[config.mk]
export PLATFORM = sky130hd
export DESIGN_NAME = my_bullet_pool
export DESIGN_NICKNAME = d
export VERILOG_FILES = /design/src/rtl/my_bullet_pool.sv
export SDC_FILE = /design/constraint.sdc
export NUM_CORES = 1
export LEC_CHECK = 0
export ABC_AREA = 1
export CORE_ASPECT_RATIO = 0.5
export CORE_UTILIZATION = 26
export DETAILED_ROUTE_END_ITERATION = 7
export PLACE_DENSITY = 0.54
export SLEW_MARGIN = 30
export SYNTH_ARGS = -nofsm -noshare
export SYNTH_HDL_FRONTEND = slang
export SYNTH_SLANG_ARGS = --single-unit
[constraint.sdc]
create_clock -name clk -period 5.87 [get_ports clk]
set_clock_uncertainty 0.1 [all_clocks]
set_input_delay 0.8805 -clock clk [delete_from_list [all_inputs] [get_ports clk]]
set_output_delay 0.8805 -clock clk [all_outputs]
set_load 0.03 [all_outputs]
[src/rtl/my_bullet_pool.sv]
// my_bullet_pool: frame-stepped pool of player bullets with spawn cooldown, enemy/enemy-bullet collision and hit score
// Ports:
//    clk, rst                   clock, asynchronous active-high reset
//    vs_neg_i                   one-cycle frame tick; all state advances only on it
//    shoot_i                    fire request level, sampled on the tick
//    plane_x_i, plane_y_i       player plane centre
//    enemy_x_i, enemy_y_i       enemy plane centre, enemy_alive_i gates its collision
//    eb_x_i, eb_y_i             enemy bullet centre, eb_valid_i gates its collision
//    bullet_x_o, bullet_y_o     packed slot centres, slot i at [i*COORD_W +: COORD_W]
//    bullet_valid_o             slot live flags
//    hit_count_o                saturating enemy-hit score
//    hit_pulse_o, eb_cancel_o   one-cycle event flags following a tick
module my_bullet_pool #(
   parameter int NUM_BULLETS   = 4,
   parameter int COORD_W       = 11,
   parameter int SPEED         = 6,
   parameter int COOLDOWN      = 8,
   parameter int PLANE_HALF_H  = 64,
   parameter int BULLET_HALF_W = 16,
   parameter int BULLET_HALF_H = 32,
   parameter int ENEMY_HALF_W  = 64,
   parameter int ENEMY_HALF_H  = 64,
   parameter int EB_HALF_W     = 9,
   parameter int EB_HALF_H     = 16,
   parameter int HIT_W         = 4
) (
   input  logic                           clk,
   input  logic                           rst,
   input  logic                           vs_neg_i,
   input  logic                           shoot_i,
   input  logic [COORD_W-1:0]             plane_x_i,
   input  logic [COORD_W-1:0]             plane_y_i,
   input  logic [COORD_W-1:0]             enemy_x_i,
   input  logic [COORD_W-1:0]             enemy_y_i,
   input  logic                           enemy_alive_i,
   input  logic [COORD_W-1:0]             eb_x_i,
   input  logic [COORD_W-1:0]             eb_y_i,
   input  logic                           eb_valid_i,
   output logic [NUM_BULLETS*COORD_W-1:0] bullet_x_o,
   output logic [NUM_BULLETS*COORD_W-1:0] bullet_y_o,
   output logic [NUM_BULLETS-1:0]         bullet_valid_o,
   output logic [HIT_W-1:0]               hit_count_o,
   output logic                           hit_pulse_o,
   output logic                           eb_cancel_o
);
   localparam int DW  = COORD_W + 1;
   localparam int CDW = $clog2(COOLDOWN + 2);
   localparam int NW  = $clog2(NUM_BULLETS + 1);
   localparam int SW  = HIT_W + NW + 1;
   typedef logic [COORD_W-1:0] coord_t;
   coord_t                 bx_q [NUM_BULLETS];
   coord_t                 bx_d [NUM_BULLETS];
   coord_t                 by_q [NUM_BULLETS];
   coord_t                 by_d [NUM_BULLETS];
   logic [NUM_BULLETS-1:0] valid_q, valid_d;
   logic [NUM_BULLETS-1:0] hit_e, hit_b, top, cand, cancel_sel, retire, free, spawn_sel;
   logic [HIT_W-1:0]       hit_q, hit_d;
   logic [CDW-1:0]         cd_q, cd_d;
   logic [NW-1:0]          nhits;
   logic [SW-1:0]          sum;
   logic                   spawn_ok, hit_pulse_q, eb_cancel_q;

   function automatic logic [DW-1:0] absdiff(input coord_t a, input coord_t b);
      return (a > b) ? {1'b0, a} - {1'b0, b} : {1'b0, b} - {1'b0, a};
   endfunction

   always_comb begin
      hit_e = '0;
      hit_b = '0;
      top   = '0;
      nhits = '0;
      for (int i = 0; i < NUM_BULLETS; i++) begin
         hit_e[i] = valid_q[i] && enemy_alive_i
                 && absdiff(bx_q[i], enemy_x_i) <= DW'(BULLET_HALF_W + ENEMY_HALF_W)
                 && absdiff(by_q[i], enemy_y_i) <= DW'(BULLET_HALF_H + ENEMY_HALF_H);
         hit_b[i] = valid_q[i] && eb_valid_i
                 && absdiff(bx_q[i], eb_x_i) <= DW'(BULLET_HALF_W + EB_HALF_W)
                 && absdiff(by_q[i], eb_y_i) <= DW'(BULLET_HALF_H + EB_HALF_H);
         top[i]   = valid_q[i] && by_q[i] <= coord_t'(SPEED + BULLET_HALF_H);
         nhits    = nhits + NW'(hit_e[i]);
      end
      // x & -x isolates the lowest set bit: one enemy bullet can absorb only one slot,
      // and free slots are filled lowest index first
      cand       = hit_b & ~hit_e;
      cancel_sel = cand & (~cand + NUM_BULLETS'(1));
      retire     = hit_e | cancel_sel | top;
      free       = ~valid_q;
      spawn_sel  = free & (~free + NUM_BULLETS'(1));
      spawn_ok   = shoot_i && cd_q == '0 && |free
                && plane_y_i >= coord_t'(PLANE_HALF_H + BULLET_HALF_H);
      for (int i = 0; i < NUM_BULLETS; i++) begin
         valid_d[i] = (valid_q[i] & ~retire[i]) | (spawn_ok & spawn_sel[i]);
         bx_d[i]    = (spawn_ok && spawn_sel[i]) ? plane_x_i : bx_q[i];
         by_d[i]    = (spawn_ok && spawn_sel[i]) ? plane_y_i - coord_t'(PLANE_HALF_H + BULLET_HALF_H)
                    : (valid_q[i] && !retire[i]) ? by_q[i] - coord_t'(SPEED) : by_q[i];
      end
      sum   = SW'(hit_q) + SW'(nhits);
      hit_d = (sum > SW'({HIT_W{1'b1}})) ? '1 : sum[HIT_W-1:0];
      cd_d  = spawn_ok ? CDW'(COOLDOWN) : (cd_q != '0) ? cd_q - CDW'(1) : cd_q;
   end

   always_ff @(posedge clk or posedge rst) begin
      if (rst) begin
         valid_q     <= '0;
         hit_q       <= '0;
         cd_q        <= '0;
         hit_pulse_q <= 1'b0;
         eb_cancel_q <= 1'b0;
         for (int i = 0; i < NUM_BULLETS; i++) begin
            bx_q[i] <= '0;
            by_q[i] <= '0;
         end
      end else begin
         hit_pulse_q <= vs_neg_i && nhits != '0;
         eb_cancel_q <= vs_neg_i && |cancel_sel;
         if (vs_neg_i) begin
            valid_q <= valid_d;
            hit_q   <= hit_d;
            cd_q    <= cd_d;
            for (int i = 0; i < NUM_BULLETS; i++) begin
               bx_q[i] <= bx_d[i];
               by_q[i] <= by_d[i];
            end
         end
      end
   end

   for (genvar g = 0; g < NUM_BULLETS; g++) begin : g_out
      assign bullet_x_o[g*COORD_W +: COORD_W] = bx_q[g];
      assign bullet_y_o[g*COORD_W +: COORD_W] = by_q[g];
   end

   assign bullet_valid_o = valid_q;
   assign hit_count_o    = hit_q;
   assign hit_pulse_o    = hit_pulse_q;
   assign eb_cancel_o    = eb_cancel_q;
endmodule

# After elaboration in Yosys (flattened, before gate mapping)
# Index checks and enable logic that the tools add are counted.
# word_totals
register_bits,102
in_bits,72
out_inout_bits,98
elab_cells,211
# op_classes
n_addsub,44
order_cmp,38
mux,27
bitwise_logic,25
n_reduce_logical,64
# ops
operator,count
11-bit by 11-bit subtractor with 12-bit output,32
12-bit 2-to-1 mux,16
11-bit > comparator,16
12-bit by 7-bit <= comparator with 1-bit output (second input constant),8
11-bit 2-to-1 mux,8
12-bit by 5-bit <= comparator with 1-bit output (second input constant),4
12-bit by 6-bit <= comparator with 1-bit output (second input constant),4
11-bit by 6-bit <= comparator with 1-bit output (second input constant),4
11-bit by 3-bit subtractor with 11-bit output (second input constant),4
1-bit logical AND,41
2-bit AND reduction,9
4-bit inverter,4
4-bit AND,3
4-bit 2-to-1 mux,3
11-bit by 7-bit >= comparator with 1-bit output (second input constant),1
11-bit by 7-bit subtractor with 11-bit output (second input constant),1
2-bit nonzero test,5
4-bit by 1-bit adder with 4-bit output (second input constant),2
1-bit AND,8
4-bit OR,2
4-bit OR reduction,2
4-bit by 3-bit adder with 5-bit output,1
5-bit by 4-bit > comparator with 1-bit output (second input constant),1
1-bit zero test,4
other kinds (9),15

# Logic depth before layout (Yosys ltp)
# depth
word_depth,16
depth_mapped,31
depth_no_buf,30

# Worst setup path after synthesis
# Ideal clock, no wire load.
# synth_path
path_type,input to register
startpoint,input port enemy_y_i[5]
endpoint,"register hit_q[1], in the netlist hit_count_o[1]"
setup_time_ps,120
arrival_ps,4309
t_required_ps,5650
slack_ps,1341
path_stages,28
n_path_buf,2
path_cell_list,inv_1 ha_1 clkbuf_2 nand2_1 nor2_2 inv_2 nor2_1 nand2_1 nand3_1 nand2_2 buf_6 o21ai_1 nand2_1 nor2_1 nand2_1 nor2_1 nand3_2 xor2_1 ha_1 ha_1 ha_1 fa_1 nand2_1 nand2_1 nand2_1 nand2_1 o21ai_0 inv_1
# synth_via
elab_chain_cells,10
elab_cells_between_ends,30
cone_classes,add/sub (12); order compare (9); mux (5); reduce/logical (4)
# synth_rtl
item,line,source
from (decl),34,"input logic [COORD_W-1:0] enemy_y_i,"
11-bit by 11-bit subtractor with 12-bit output / 11-bit > comparator (equally long branches),64,"return (a > b) ? {1'b0, a} - {1'b0, b} : {1'b0, b} - {1'b0, a};"
12-bit 2-to-1 mux,64,
12-bit by 7-bit <= comparator with 1-bit output,75,"&& absdiff(by_q[i], enemy_y_i) <= DW'(BULLET_HALF_H + ENEMY_HALF_H);"
1-bit logical AND,75,
1-bit by 1-bit adder with 2-bit output,80,nhits = nhits + NW'(hit_e[i]);
2-bit by 1-bit adder with 3-bit output,80,
3-bit by 1-bit adder with 3-bit output (*),80,
4-bit by 3-bit adder with 5-bit output (*),97,sum = SW'(hit_q) + SW'(nhits);
5-bit by 4-bit > comparator with 1-bit output,98,hit_d = (sum > SW'({HIT_W{1'b1}})) ? '1 : sum[HIT_W-1:0];
4-bit 2-to-1 mux (*),98,
to (signal assigned),118,hit_q <= hit_d;
to (decl),57,"logic [HIT_W-1:0] hit_q, hit_d;"
# Every way passes the cells marked *; elsewhere a longest branch is shown, timed or not.
# A chain may end at the register's enable or synchronous reset.

# Worst setup path after layout
# layout_path
startpoint,input port enemy_y_i[5]
endpoint,"register hit_q[0], in the netlist hit_count_o[0]"
# The elaborated chain is that of the path after synthesis.

==> flow_metrics.env <==
export IMPL_reg2reg_from="bullet_y_o[13]"
export IMPL_clkPwrFrac_pct=6.7
export IMPL_path_buf_inv=6
export IMPL_postCtsSetupBuffers=0
export IMPL_fin_area_mm2=0.0294
export IMPL_setup_ws_ns=0.335
export IMPL_yosysTopAreaCellShare_pct=23.1
export IMPL_netlist_top_cells_area="nand2_1 (23%), ha_1 (19%), dfrtp_1 (10%)"
export IMPL_core_area_mm2=0.0933
export IMPL_power_frac_comb_pct=80.8
export IMPL_ys_ff_latch=102
export IMPL_place_area_mm2=0.0291
export IMPL_hp_start="cd_q[3]"
export IMPL_grt_max_degree=65
export IMPL_fin_total_pwr_mw=9.79
export IMPL_setup_viol=0
export IMPL_antenna_found_initial=1
export IMPL_p_int_mw=3.96
export IMPL_post_route_util_pct=31.5
export IMPL_drt_pass1_iter_count=6
export IMPL_slew_violations=0
export IMPL_postSynthCellCount=4344
export IMPL_cts_root_buf="clkbuf_16"
export IMPL_switching_share_pct=59.6
export IMPL_grtUsageTotal_pct=23.5
export IMPL_reg2reg_to="hit_count_o[0]"
export IMPL_path_max_fanout=5
export IMPL_port_buffer_count=169
export IMPL_drt_iter0_drc=2653
export IMPL_hold_viol=0
export IMPL_p_switching_mw=5.83
export IMPL_critPathTopFamily="adder cells"
export IMPL_cpMaxStageDelayCell="clkdlybuf4s50_1"
export IMPL_place_gp_congestion=0.991
export IMPL_grt_pass1_vias=27200
export IMPL_finalCritPeriodShare_pct=94.3
export IMPL_synth_avg_cell_area_um2=5.66
export IMPL_die_w_um=437
export IMPL_nFillCells=10600
export IMPL_clock_latency_ns=0.39
export IMPL_die_area_mm2=0.0959
export IMPL_syn_to_final_growth_pct=19.6
export IMPL_leakage_nw=16.4
export IMPL_r2r_cells=25
export IMPL_wirelength_um=116000
export IMPL_relSlewSlack_pct=36.2
export IMPL_die_h_um=219
export IMPL_row_count=79
export IMPL_drv_cap=0
export IMPL_r2r_setup_slack_ns=0.95
export IMPL_dr_total_vias=29000
export IMPL_drc=0
export IMPL_min_path_cells=2
export IMPL_finalCriticalPeriod_ns=5.53
export IMPL_dpl_hpwl_um=97100
export IMPL_path_clk_slew_ns=0.08
export IMPL_cpMostUsedCell="nand2_1"
export IMPL_syn_area_mm2=0.0246
export IMPL_drive_gt1_share_pct=6.19
export IMPL_wl_per_cell_um=19.6
export IMPL_cts_buffers=9
export IMPL_fmax_ghz=0.181
export IMPL_ant_nets=0
export IMPL_arrival_ns=5.72
export IMPL_grt_setup_unrepaired="no"
export IMPL_setup_tns_ns=0
export IMPL_htree_levels=3
export IMPL_start_util_pct=26.4
export IMPL_outcome="finished, final reports clean"
export IMPL_cts_tree="yes"
export IMPL_post_place_ws_ns=-0.183
export IMPL_hp_class="reg2reg"
export IMPL_tightest_slew_ns=0.950
export IMPL_end_kind="flip-flop"
export IMPL_yosys_warnings=0
export IMPL_cts_buffer_depth=2
export IMPL_yosysSeqAreaShare_pct=10.4
export IMPL_cp_data_required_time_ns=6.05
export IMPL_cp_start_kind="primary input"
export IMPL_yosysUniqueCellTypes=47
export IMPL_path_class="in2reg"
export IMPL_seqPwrFrac_pct=12.5
export IMPL_whs_endpoint="cd_q[3]"
export IMPL_syn_nets=4790
export IMPL_power_density_mw_per_mm2=333
export IMPL_cp_slowest_stage_delay_ns=0.55
export IMPL_grt_first_pass_wirelength_um=170000
export IMPL_nets=5109
export IMPL_yosys_area_top_type="nand2_1"
export IMPL_cts_sinks=102
export IMPL_ioPinCount=170
export IMPL_via_per_inst=4.89
export IMPL_ir_worst_vdd_uv=147
export IMPL_overflow=0
## synth_stat cells, drive strengths merged
cell type and count:
a221oi 1, nor2 347, and2 8, clkbuf 41
or3 1, inv 676, a21boi 8, xnor2 16
and3 1, fa 9, nor4 2, a21oi 243
ha 365, a21o 18, o2111ai 4, o41ai 2
a211oi 2, nand4 85, a31oi 4, xor2 132
o21bai 51, o31ai 2, o211ai 14, nor3 22
o221ai 1, o21a 7, nand2 1529, nand3 341
nand3b 17, dfrtp 102, o21ai 246, buf 38
or2 9
## kinds of logic after synthesis
kind of cell    synth area share (%)
compound gates                  13.5
xor+xnor                        5.27
fa+ha+maj                       19.3
buf+inv                         11.9
flops                           10.4
simple gates                    39.6
## worst min-delay path: cells and delay by family, from the launching register on
| family | cells | cell delay (ns) |
|---|---|---|
| AND/OR/NAND/NOR | 2 | 0.11 |
| flip-flops | 1 | 0.35 |
## repair_timing
| action | 4_1_cts | 5_1_grt |
|---|---|---|
| gates resized for setup | 0 | 4 |
| hold endpoints to repair | 0 | 0 |
| setup endpoints to repair | 0 | 4 |
| hold buffers | 0 | 0 |
## cell type report
type	instances	area [µm²]	area share, %
diodes	2	5.00	0.0170
clock buffers	9	225	0.765
clock inverters	6	63.8	0.217
inverters	676	2540	8.64
multi-input cells	3487	19100	65.0
flip-flops and latches	102	2550	8.67
well taps	1255	1570	5.34
repair buffers	387	3350	11.4
## worst max path at each step
| stage | to | startpoint | slack, ns | cells past startpoint |
|---|---|---|---|---|
| after detailed placement | hit_count_o[0] | enemy_y_i[5] | -0.18 | 28 |
| after global routing | hit_count_o[0] | enemy_y_i[5] | 0.02 | 28 |
| after global placement | hit_count_o[0] | enemy_y_i[5] | -0.11 | 27 |
| after floorplan | hit_count_o[1] | enemy_y_i[5] | 1.34 | 28 |
| final | hit_count_o[0] | enemy_y_i[5] | 0.34 | 27 |
| after CTS | hit_count_o[0] | enemy_y_i[5] | 0.22 | 28 |
## per-stage QoR
step                std cells  hold slack, ns
floorplan                4344           0.352
global placement         5907           0.367
detailed placement       5907           0.375
CTS                      5922           0.393
global route             5923           0.432
finish                   5924           0.392
## per-layer routing
layer	up-vias	GRT usage [%]	share of wire [%]
li1	14400	-	-
met1	13300	31.8	46
met2	1070	38.0	44
met3	177	2.56	6.2
met4	0	9.35	4.2
met5	-	0	0
## state kept, by name, indices dropped and copies added, names as in the netlist
signal and count:
eb_cancel_o 1, bullet_valid_o 4, hit_count_o 4, cd_q 4, bullet_x_o 44, hit_pulse_o 1, bullet_y_o 44
## power by group through the flow
stage | combinational (mW) | clock, mW | sequential, mW
5_1_grt | 8.78 | 0.683 | 1.24
3_5_place_dp | 7.73 | 0 | 1.23
6_report | 7.91 | 0.654 | 1.22
3_3_place_gp | 7.76 | 0 | 1.24
2_1_floorplan | 4.86 | 0 | 1.36
4_1_cts | 7.77 | 0.662 | 1.22
## placed cells by master (no fill, tap or decap), types with 102 or more instances in the layout
master	synthesis	routed
dfrtp_1	102	102
buf_4	3	216
xor2_1	132	132
a21oi_1	243	243
nor2_1	342	339
ha_1	365	365
nand2_1	1516	1516
clkdlybuf4s50_1	0	169
o21ai_0	210	209
inv_1	663	662
nand3_1	336	336
Note: power is estimated with default switching activity, not from simulation.
